==> src/rtl/button_conditioner.sv <==
// Conditions the seven raw board push-buttons into clean debounced levels and
// stretched press/auto-repeat events sized for the slow game clock.
module button_conditioner #(
    parameter int unsigned DEBOUNCE_CYCLES = 500_000,
    parameter int unsigned PULSE_CYCLES    = 6_250_000,
    parameter int unsigned REPEAT_DELAY    = 25_000_000,
    parameter int unsigned REPEAT_PERIOD   = 12_500_000,
    parameter logic [6:0]  REPEAT_MASK     = 7'b0111100,
    parameter bit          RAW_ACTIVE_LOW  = 1'b1
) (
    input  logic       clk,
    input  logic       reset,
    input  logic [6:0] raw_buttons,
    output logic [6:0] btn_level,
    output logic [6:0] btn_pulse
);

    typedef enum logic [1:0] {
        IDLE,
        FIRST_WAIT,
        REPEAT_WAIT
    } rep_state_t;

    localparam logic [31:0] DEB_LAST    = 32'(DEBOUNCE_CYCLES - 1);
    localparam logic [31:0] DELAY_LAST  = 32'(REPEAT_DELAY - 1);
    localparam logic [31:0] PERIOD_LAST = 32'(REPEAT_PERIOD - 1);
    localparam logic [31:0] PULSE_LEN   = 32'(PULSE_CYCLES);
    localparam logic [6:0]  RELEASED    = {7{RAW_ACTIVE_LOW}};

    logic [6:0] sync_meta;
    logic [6:0] sync_out;
    logic [6:0] sync_sample;

    // Reset loads the released level so no phantom press appears after reset.
    always_ff @(posedge clk) begin
        if (!reset) begin
            sync_meta <= RELEASED;
            sync_out  <= RELEASED;
        end else begin
            sync_meta <= raw_buttons;
            sync_out  <= sync_meta;
        end
    end

    assign sync_sample = sync_out ^ RELEASED;

    for (genvar i = 0; i < 7; i++) begin : g_bit
        logic [31:0] deb_cnt;
        logic [31:0] rep_cnt;
        logic [31:0] rep_cnt_next;
        logic [31:0] pulse_cnt;
        logic        level_q;
        logic        differ;
        logic        toggle;
        logic        rise;
        logic        fall;
        logic        event_fire;
        rep_state_t  state;
        rep_state_t  state_next;

        assign differ = sync_sample[i] != level_q;
        assign toggle = differ && (deb_cnt == DEB_LAST);
        assign rise   = toggle && !level_q;
        assign fall   = toggle && level_q;

        always_ff @(posedge clk) begin
            if (!reset) begin
                deb_cnt <= '0;
                level_q <= 1'b0;
            end else if (!differ) begin
                deb_cnt <= '0;
            end else if (toggle) begin
                deb_cnt <= '0;
                level_q <= ~level_q;
            end else begin
                deb_cnt <= deb_cnt + 32'd1;
            end
        end

        // The FSM reacts to the upcoming level change so the first event lines
        // up with the level rise; a masked button parks at the end of its delay.
        always_comb begin
            state_next   = state;
            rep_cnt_next = rep_cnt;
            event_fire   = 1'b0;
            case (state)
                IDLE: begin
                    rep_cnt_next = '0;
                    if (rise) begin
                        state_next = FIRST_WAIT;
                        event_fire = 1'b1;
                    end
                end
                FIRST_WAIT: begin
                    if (fall) begin
                        state_next   = IDLE;
                        rep_cnt_next = '0;
                    end else if (rep_cnt == DELAY_LAST) begin
                        if (REPEAT_MASK[i]) begin
                            state_next   = REPEAT_WAIT;
                            rep_cnt_next = '0;
                            event_fire   = 1'b1;
                        end
                    end else begin
                        rep_cnt_next = rep_cnt + 32'd1;
                    end
                end
                REPEAT_WAIT: begin
                    if (fall) begin
                        state_next   = IDLE;
                        rep_cnt_next = '0;
                    end else if (rep_cnt == PERIOD_LAST) begin
                        rep_cnt_next = '0;
                        event_fire   = 1'b1;
                    end else begin
                        rep_cnt_next = rep_cnt + 32'd1;
                    end
                end
                default: begin
                    state_next   = IDLE;
                    rep_cnt_next = '0;
                end
            endcase
        end

        always_ff @(posedge clk) begin
            if (!reset) begin
                state   <= IDLE;
                rep_cnt <= '0;
            end else begin
                state   <= state_next;
                rep_cnt <= rep_cnt_next;
            end
        end

        // A new event simply reloads the stretcher, so back-to-back events merge.
        always_ff @(posedge clk) begin
            if (!reset) begin
                pulse_cnt <= '0;
            end else if (event_fire) begin
                pulse_cnt <= PULSE_LEN;
            end else if (pulse_cnt != '0) begin
                pulse_cnt <= pulse_cnt - 32'd1;
            end
        end

        assign btn_level[i] = level_q;
        assign btn_pulse[i] = pulse_cnt != '0;
    end

endmodule

==> config.mk <==
export PLATFORM = sky130hd
export DESIGN_NAME = button_conditioner
export DESIGN_NICKNAME = d
export VERILOG_FILES = /design/src/rtl/button_conditioner.sv
export SDC_FILE = /design/constraint.sdc
export NUM_CORES = 1
export LEC_CHECK = 0
export ABC_AREA = 1
export BUFFER_PORTS_ARGS = -buffer_cell sky130_fd_sc_hd__buf_2
export CORE_MARGIN = 2
export CORE_UTILIZATION = 60
export DETAILED_ROUTE_END_ITERATION = 8
export GPL_ROUTABILITY_DRIVEN = 0
export PLACE_DENSITY_LB_ADDON = 0.2
export SLEW_MARGIN = 25
export SYNTH_ARGS = -nofsm -noshare
export SYNTH_HDL_FRONTEND = slang
export SYNTH_SLANG_ARGS = --single-unit
export TNS_END_PERCENT = 100
==> constraint.sdc <==
create_clock -name clk -period 4.1 [get_ports clk]
set_input_delay 0 -clock clk [delete_from_list [all_inputs] [get_ports clk]]
set_output_delay 0 -clock clk [all_outputs]
set_load 0.1 [all_outputs]
Word level (Yosys, flattened, before mapping)
Index checks and enable logic that the tools add are counted.

Add/sub/neg operators: 21. Equality and inequality tests: 63. Multiplexer cells: 114. Bitwise logic cells: 16. Reduce and logical (&&, ||, !) cells: 80.

Operators by type and width (number): $mux W32 (28); $add A32 B1 Y32 const B (14); $pmux W32 S2 (7); $mux W23 (14); $eq A32 B19 Y1 const B (7); $eq A32 B24 Y1 const B (7); $eq A32 B25 Y1 const B (7); $reduce_bool A32 Y1 (7); $sub A32 B1 Y32 const B (7); $mux W2 (22); $mux W1 (29); $pmux W2 S3 (4); $ne A2 B2 Y1 const B (11); $logic_and A1 B1 Y1 (21); $ne A3 B3 Y1 const B (7); $reduce_or A3 Y1 (7); $reduce_and A2 Y1 (10); $reduce_or A2 Y1 (10); $not A1 Y1 (15); $eq A2 B1 Y1 const B (7); $eq A2 B2 Y1 const B (7); $logic_not A2 Y1 (7); $reduce_bool A2 Y1 (7); $pmux W1 S3 (4); 7 further kinds (28).

Bits in registers: 707. Input bits: 9. Output and inout port bits: 14. Word-level logic and storage cells: 338.

Logic depth before layout (Yosys ltp)
Gate-level depths: netlist of the first run.

Depth in word-level cells: 7. Gate-level depth with buffers: 13. Mapped depth without buffers: 13.

Least setup slack after synthesis of the first run
OpenSTA, ideal clock, no wires.

Kind: flip-flop to flip-flop. From: reg g_bit[3].pulse_cnt[12]. To: reg g_bit[3].pulse_cnt[2]. Setup time: 120 ps. Arrival: 2366 ps. Required time: 3980 ps. Path slack: 1614 ps. Stages on the path, launching flop included: 9. Path buffers: 0. Clock period less this slack: 2486 ps. Cell sequence: dfxtp_1 -> nor2_1 -> nand2_1 -> nor2_1 -> and2_1 -> nand4_1 -> nand2_1 -> xor2_1 -> nor2_4.

Cells in the longest elaborated chain, start to end: 1.

RTL lines: from (decl) (RTL line 51) `logic [31:0] pulse_cnt;`; from (signal assigned) (RTL line 143) `pulse_cnt <= pulse_cnt - 32'd1;`; $reduce_bool A32 Y1; named net btn_pulse[3] (RTL line 15) `output logic [6:0] btn_pulse`.

The timed path passes the listed nets, and every way through them passes these cells. A chain may end at the register's enable or synchronous reset.

Worst setup path in the final report of the first run
From: reg g_bit[0].deb_cnt[0]. To: reg g_bit[0].pulse_cnt[25].

Cells in the longest elaborated chain, start to end: 6. Elaborated cells on any way between the ends: 8. Classes of those cells: eq/ne: 1; mux: 3; reduce/logical: 4.

RTL lines: from (decl) (RTL line 48) `logic [31:0] deb_cnt;`; from (signal assigned) (RTL line 76) `deb_cnt <= deb_cnt + 32'd1;`; $eq A32 B19 Y1 * (RTL line 62) `assign toggle = differ && (deb_cnt == DEB_LAST);`; $logic_and A1 B1 Y1 * (RTL line 62); $logic_and A1 B1 Y1, on equally long branches (RTL line 64, 63); $mux W1, on equally long branches (RTL line 109, 89); $pmux W1 S2 * (RTL line 86) `case (state)`; $reduce_or A2 Y1 (no line) *; to (signal assigned) (RTL line 143); to (decl) (RTL line 51).

Every way passes the cells marked *; elsewhere a longest branch is shown, timed or not.

==> implementation parameters, run 1 <==
Parameter                              Value

Synth
  Number of nets in the synthesized netlist ... 5,004
  Post-synthesis cell type count ... 56
  Post-synth ARST share ... 0%
  Area fraction in compound gates after synthesis ... 5.04%
  Simple-gate share of the synthesized area ... 43.1%
  Main combinational cell family by area after synthesis ... simple AND/OR/NAND/NOR gates
  Post-synthesis instance total ... 4,955
  Share of cell area taken by muxes after synthesis ... 0%
  Adder-cell share of the synthesized area ... 1.47%
  Netlist area before placement ... 34,100 um2
  XOR/XNOR Fraction of Synth Area ... 7.41%
  FF+latch count, synth ... 608
  Number of enable-type register cells in the synthesized netlist ... 0
  Yosys synthesis warning count ... 0
  Mean cell area of the mapped netlist ... 6.89 um2
  Sequential cell area fraction in the yosys report ... 35.7%
  Commonest register cell after synthesis ... dfxtp_1

STA
  FMAX ... 362 MHz
  Transition time at the pin with the least slew margin ... 0.979 ns
  Number of endpoints with negative hold slack in the final report ... 0
  Worst clock skew on the final layout ... 0.0266 ns
  Clock period minus worst slack ... 2.76 ns
  Slew Limit Headroom ... 34.7%
  Pins over their slew limit ... 0
  Setup-violating endpoint count in the final report ... 0
  Final cycle utilization of the critical path ... 67.3%
  RSZ-0062 raised after global routing ... false
  Setup TNS ... 0 ns

Setup path
  Critical path origin ... g_bit[0].deb_cnt[0]
  Reg2Reg Depth ... 8
  CP endpoint kind ... register
  Master of the slowest instance on the critical path ... nand2_1
  R2R Path Start ... g_bit[0].deb_cnt[0]
  Crit path required time ... 4.56 ns
  Crit-path most repeated cell ... nor2_1
  Endpoint of the worst setup timing path ... g_bit[0].pulse_cnt[25]
  Critical path, cell by cell ... ha_1, nand3_2, nor4_1, nand3_1, nor2_1, nand4_1, nand2_1, nor2_1
  Worst Setup Start Kind ... register
  Worst path max stage delay ... 0.76 ns
  Critical path class ... reg -> reg
  Signal arrival time at the worst endpoint ... 3.22 ns
  Maximum fanout encountered on the critical timing path ... 20
  Reg-to-reg slack, setup ... 1.34 ns
  Critical R2R Capture ... g_bit[0].pulse_cnt[25]

Routing
  DR iter-0 viols ... 2,203
  Residual DRC count ... 0
  Average wire length per cell after detail routing ... 13.4 um
  Final wirelength ... 77,300 um
  Vias/cell ... 5.37
  Count of vias placed by the detailed router ... 31.0k
  Number of nets still failing antenna checks after routing ... 0
  Pre-Repair DR Iteration Count ... 5

GRT
  Pin count of the biggest net entering global routing ... 61
  Total congestion overflow ... 0
  Global-route wire length before repair ... 132,000 um
  Initial antenna violation count ... 0
  Via count of the first global-routing pass ... 28.7k
  All-layer global routing usage ... 25.9%

Placement
  Count of input and output buffers ... 22
  HPWL reported at the end of detailed placement ... 55,600 um
  Number of placed instances with taps included ... 5,643

Clock network
  Number of levels in the clock H-tree ... 3
  Setup repair bufs after CTS ... 0
  TritonCTS clock tree ... yes
  Number of clock sinks ... 608
  Clk root buf ... clkbuf_16
  Largest buffer count on any clock path ... 3
  Number of buffers created by CTS ... 68
  CTS clk-pin slew, worst paths ... 0.06 ns
  Clock latency on the worst-skew pair ... 0.61 ns

Layout
  Final Net Count ... 5,013
  Post-route insts no fill ... 5,766
  Number of antenna repair diodes ... 0
  Layout cells sized above 1 ... 10.7%
  Area Growth Syn to Fin ... 8.46%

Floorplan
  Core area ... 56,300 um2
  Standard-cell rows ... 87
  Floorplan die height ... 243 um
  Initial Utilization ... 60.7%
  Overall die width ... 243 um
  Floorplan die area ... 58,800 um2
  I/O pins ... 23

Run status
  Status ... finished, final reports clean

Power
  Max VDD drop ... 0.632 mV
  Power per cell area ... 694 nW/um2
  LEAKAGE ... 0.0137 uW

Min path
  Worst hold path type ... in -> reg

Job
  Number of maximum-capacitance constraint violations ... 0
[power breakdown]
group          leakage (uW)  switching [uW]  internal [uW]
logic               0.00761            7300           4190
clock network       0.00114            2470           3880
registers           0.00493             976           6880
total                0.0137           10700          14900
[cells in the final DEF, fill, tap and decap left out, drive strengths merged, types with 4 or more instances in the layout]
master,Yosys,final
nor4,65,65
o211a,4,4
o21a,9,9
xor2,179,179
nand3,321,321
buf,73,28
nor3b,38,38
nor3,248,248
or2,94,94
dlygate4sd3,0,7
nand3b,25,25
xnor2,110,110
dfxtp,608,608
inv,506,510
a21oi,221,221
nor2,1159,1159
nand2,964,964
nand4,181,181
o21ai,37,37
o21bai,6,6
a31oi,6,6
ha,40,40
a31o,14,14
clkinv,5,15
bufinv,0,9
clkbuf,23,91
and3,8,8
[area by class of cell]
| type | instances | area [um2] |
|---|---|---|
| Fill cell | 5190 | 19200 |
| Clock inverter | 25 | 370 |
| Clock buffer | 91 | 1940 |
| Inverter | 511 | 1920 |
| Multi-Input combinational cell | 3740 | 19500 |
| Timing Repair Buffer | 35 | 225 |
| Sequential cell | 608 | 12200 |
| Tap cell | 756 | 946 |
[worst min path at each step]
stage / end / startpoint / cells after the start / slack, ns
2_1_floorplan: sync_meta[0] / raw_buttons[0] / 1 / 0.11
3_3_place_gp: sync_meta[0] / raw_buttons[0] / 2 / 0.18
3_5_place_dp: sync_meta[5] / raw_buttons[5] / 2 / 0.19
4_1_cts: g_bit[6].pulse_cnt[22] / reset / 3 / 0.004
5_1_grt: g_bit[6].pulse_cnt[18] / reset / 3 / 0.05
6_report: g_bit[6].pulse_cnt[20] / reset / 3 / 0.05
[kinds of logic after synthesis]
kind of cell,count (synthesis)
simple gates,3108
flops,608
buf+inv,607
compound gates,303
xor+xnor,289
fa+ha+maj,40
[through the flow]
step                      total power, uW  hold WS (ns)  instance area (um2)  setup slack (ns)  utilization (%)
after detailed placement            19200         0.191                34600              1.33             61.6
final                               25700        0.0520                37000              1.34             65.8
after global placement              19000         0.184                34600              1.47             61.6
after global routing                27700        0.0451                37000              1.07             65.8
after floorplan                     17100         0.107                34100              1.61                -
after CTS                           25700       0.00370                37000              1.36             65.8
[critical path: cells and delay by family, from the launching register on]
family / cells / cell delay, ns
and+or+nand+nor: 7 / 2.02
adders and majority gates: 1 / 0.22
DFF: 1 / 0.37
[sequential cells by signal (all words and copies together), names as in the netlist]
name,cells
g_bit.pulse_cnt,224
g_bit.state,11
g_bit.deb_cnt,224
g_bit.level_q,7
g_bit.rep_cnt,128
sync_meta,7
sync_out,7
[timing repair]
item,in CTS,in global routing
gates resized for setup,0,0
setup endpoints to repair,0,0
hold buffers,7,0
hold endpoints to repair,7,0
[synth_stat cells, types with 3 or more instances]
master / count / area share (%)
nor2_1: 1000 / 11
nand2_1: 931 / 10
dfxtp_1: 608 / 36
inv_1: 465 / 5.1
nand3_1: 301 / 4.4
nor3_1: 221 / 3.2
a21oi_1: 202 / 3.0
xor2_1: 179 / 4.6
nand4_1: 177 / 3.2
xnor2_1: 110 / 2.8
nor2_2: 97 / 1.8
or2_2: 69 / 1.3
nor2_4: 62 / 2.0
nor4_1: 61 / 1.1
buf_2: 41 / 0.60
inv_2: 41 / 0.45
ha_1: 40 / 1.5
o21ai_0: 32 / 0.47
nand2_2: 30 / 0.55
nor3b_1: 27 / 0.59
nand3b_1: 25 / 0.55
nor3_2: 24 / 0.70
clkbuf_1: 23 / 0.25
a21oi_2: 19 / 0.49
buf_4: 19 / 0.42
nand3_2: 18 / 0.53
a31o_2: 14 / 0.36
or2_0: 14 / 0.26
nor3b_2: 11 / 0.40
or2_1: 11 / 0.20
o21a_1: 9 / 0.20
and3_1: 8 / 0.15
buf_6: 8 / 0.26
a31oi_1: 6 / 0.11
o21bai_1: 6 / 0.13
clkinv_1: 5 / 0.055
o21ai_1: 5 / 0.073
nor4_2: 4 / 0.15
o211a_1: 4 / 0.12
nand2_4: 3 / 0.099
nor3_4: 3 / 0.14
[layer usage]
metal	vias up	track usage, %	routed length [um]
li1	16008	-	-
met1	14051	34.8	36400
met2	744	43.6	35200
met3	148	3.73	3790
met4	0	7.06	1840
met5	-	0	0
Note: power is estimated with default switching activity, not from simulation.
==> inputs of run 2 (changes only) <==
==> constraint.sdc (replaced) <==
create_clock -name clk -period 2.8 [get_ports clk]
set_input_delay 0 -clock clk [delete_from_list [all_inputs] [get_ports clk]]
set_output_delay 0 -clock clk [all_outputs]
set_load 0.1 [all_outputs]
==> run 2 against run 1 <==
Compared with the run above:
- clock skew decreased by 0.010 ns
- final cell count increased by 0.45%
- total power increased by 47%
- via count decreased by 0.33%
- routed wire length decreased by 1.3%
==> implementation parameters, run 2 (same netlist as run 1, synthesis figures left out) <==
Parameter                              Value

Run status
  Status ... finished, final reports clean (unchanged)

Floorplan
  Core area ... 56,300 um2 (unchanged)
  Standard-cell rows ... 87 (unchanged)
  I/O pins ... 23 (unchanged)
  Initial Utilization ... 60.7% (unchanged)
  Overall die width ... 243 um (unchanged)
  Floorplan die height ... 243 um (unchanged)
  Floorplan die area ... 58,800 um2 (unchanged)

STA
  RSZ-0062 raised after global routing ... false (unchanged)
  Clock period minus worst slack ... 2.46 ns
  FMAX ... 406 MHz
  Pins over their slew limit ... 0 (unchanged)
  Transition time at the pin with the least slew margin ... 0.915 ns (was 0.979 ns)
  Worst clock skew on the final layout ... 0.0162 ns (was 0.0266 ns)
  Slew Limit Headroom ... 38.1% (was 34.7%)
  Setup TNS ... 0 ns (unchanged)
  Setup-violating endpoint count in the final report ... 0 (unchanged)
  Number of endpoints with negative hold slack in the final report ... 0 (unchanged)
  Final cycle utilization of the critical path ... 87.9%

Power
  Switching part of the total power ... 41.5% (was 41.8%)
  LEAKAGE ... 0.0138 uW (was 0.0137 uW)
  Pint ... 22,100 uW (was 14,900 uW)
  Power per cell area ... 1010 nW/um2 (was 694 nW/um2)
  Max VDD drop ... 0.861 mV (was 0.632 mV)
  Total power ... 37,800 uW (was 25,700 uW)
  Comb power frac ... 44.4% (was 44.7%)
  Power dissipated by switching net loads ... 15,700 uW (was 10,700 uW)
  Sequential group share of total power ... 30.4% (was 30.6%)
  Clock power frac ... 25.3% (was 24.7%)

Setup path
  Reg2Reg Depth ... 11 (was 8)
  Crit path required time ... 2.80 ns (was 4.56 ns)
  CP endpoint kind ... output pin (was register)
  Maximum fanout encountered on the critical timing path ... 7 (was 20)
  Worst Setup Start Kind ... register (unchanged)
  Critical path class ... reg -> out (was reg -> reg)
  Signal arrival time at the worst endpoint ... 2.46 ns (was 3.22 ns)

Layout
  Post-route insts no fill ... 5,792 (was 5,766)
  Commonest non-fill, non-tap cells in the layout ... 1,000 x nor2_1, 931 x nand2_1, 608 x dfxtp_1 (was 1,000 x nor2_1, 930 x nand2_1, 608 x dfxtp_1)
  Area Growth Syn to Fin ... 9.36% (was 8.46%)
  Utilization after layout ... 66.3% (was 65.8%)
  Layout cells sized above 1 ... 11.2% (was 10.7%)
  Most common library cell in the layout ignoring fill and taps ... nor2_1 (unchanged)
  Final Net Count ... 5,035 (was 5,013)
  Register area ... 12,200 um2 (unchanged)
  Multi-input combinational cell area ... 19,500 um2 (about the same)
  Fill cell count ... 5,033 (was 5,190)
  Number of antenna repair diodes ... 0 (unchanged)
  Top Registers ... g_bit.deb_cnt (224), g_bit.pulse_cnt (224), g_bit.rep_cnt (128) (unchanged)

Routing
  Vias/cell ... 5.33 (was 5.37)
  Average wire length per cell after detail routing ... 13.2 um (was 13.4 um)
  Pre-Repair DR Iteration Count ... 6 (was 5)
  Final wirelength ... 76,300 um (was 77,300 um)
  Number of nets still failing antenna checks after routing ... 0 (unchanged)
  DR iter-0 viols ... 2,446 (was 2,203)
  Residual DRC count ... 0 (unchanged)
  Count of vias placed by the detailed router ... 30.9k (was 31.0k)

Clock network
  Largest buffer count on any clock path ... 3 (unchanged)
  CTS clk-pin slew, worst paths ... 0.06 ns (about the same)
  TritonCTS clock tree ... yes (unchanged)
  Number of buffers created by CTS ... 69 (was 68)
  Clk root buf ... clkbuf_16 (unchanged)
  Number of levels in the clock H-tree ... 3 (unchanged)
  Number of resized instances in the post-cts repair step ... 0 (unchanged)
  Number of clock sinks ... 608 (unchanged)
  Clock latency on the worst-skew pair ... 0.60 ns (was 0.61 ns)

GRT
  Global-route wire length before repair ... 130,000 um (was 132,000 um)
  Via count of the first global-routing pass ... 28.3k (was 28.7k)
  All-layer global routing usage ... 25.6% (was 25.9%)
  Pin count of the biggest net entering global routing ... 38 (was 61)
  Initial antenna violation count ... 0 (unchanged)
  Total congestion overflow ... 0 (unchanged)

Min path
  Worst hold path type ... in -> reg (unchanged)
  Hold path depth ... 3 (unchanged)

Job
  Number of maximum-capacitance constraint violations ... 0 (unchanged)

Placement
  Number of placed instances with taps included ... 5,663 (was 5,643)
  HPWL reported at the end of detailed placement ... 55,900 um (was 55,600 um)
  Count of input and output buffers ... 22 (unchanged)
-- run 2: cell types whose count changed in the layout (fill, tap and decap cells not counted), sizes merged --
cell / change
buf: +20
bufinv: +1
clkbuf: -2
clkinv: +2
clkinvlp: +3
dlygate4sd3: +1
inv: +1
-- run 2: cell type report --
cell class	instances	area share (%)
clock buffer	89	5.26
clock inverter	32	1.19
tap	756	2.53
timing repair buffer	56	1.17
sequential	608	32.6
multi-input combinational	3740	52.1
inverter	511	5.14
-- run 2: metrics by stage --
step           area [um2]  setup slack [ns]  hold slack (ns)
6_report            37300             0.338            0.117
3_3_place_gp        34800             0.535            0.189
2_1_floorplan       34100             0.314            0.107
3_5_place_dp        34800             0.488            0.189
5_1_grt             37300             0.111            0.107
4_1_cts             37300             0.322           0.0881
-- run 2: worst max-delay path, stage by stage (launching register included) --
cell,delay [ns]
dfxtp_1,0.36
inv_1,0.05
ha_1,0.24
nand2_1,0.10
inv_1,0.09
nand2_1,0.18
nor2_1,0.07
nand2_1,0.23
buf_2,0.53
-- run 2: routing by layer --
metal / share of wire (%) / vias up / GRT usage [%]
met5: 0 / - / 0
met4: 2.3 / 0 / 7.39
met3: 4.8 / 156 / 3.72
met2: 45 / 719 / 41.8
met1: 48 / 13931 / 35.0
li1: - / 16044 / -
-- run 2: final timing paths --
kind	startpoint	slack [ns]	end
min reg2reg	sync_meta[0]	0.41	sync_out[0]
max reg2reg	g_bit[5].deb_cnt[0]	0.47	g_bit[5].pulse_cnt[2]
max	g_bit[1].pulse_cnt[1]	0.34	btn_pulse[1]
min	raw_buttons[2]	0.12	sync_meta[2]
-- run 2: repair_timing --
action                                 in CTS  in global routing
hold buffers                                8                  0
endpoints found under the hold margin      14                  0
buffers inserted                            0                  0
-- run 2: power by group through the flow --
stage          Sequential [uW]  Combinational, uW  Clock [uW]
5_1_grt                  11700              19000       10100
6_report                 11500              16800        9550
3_3_place_gp             11600              16300           0
4_1_cts                  11400              16600        9730
3_5_place_dp             11600              16500           0
2_1_floorplan            11200              13800           0
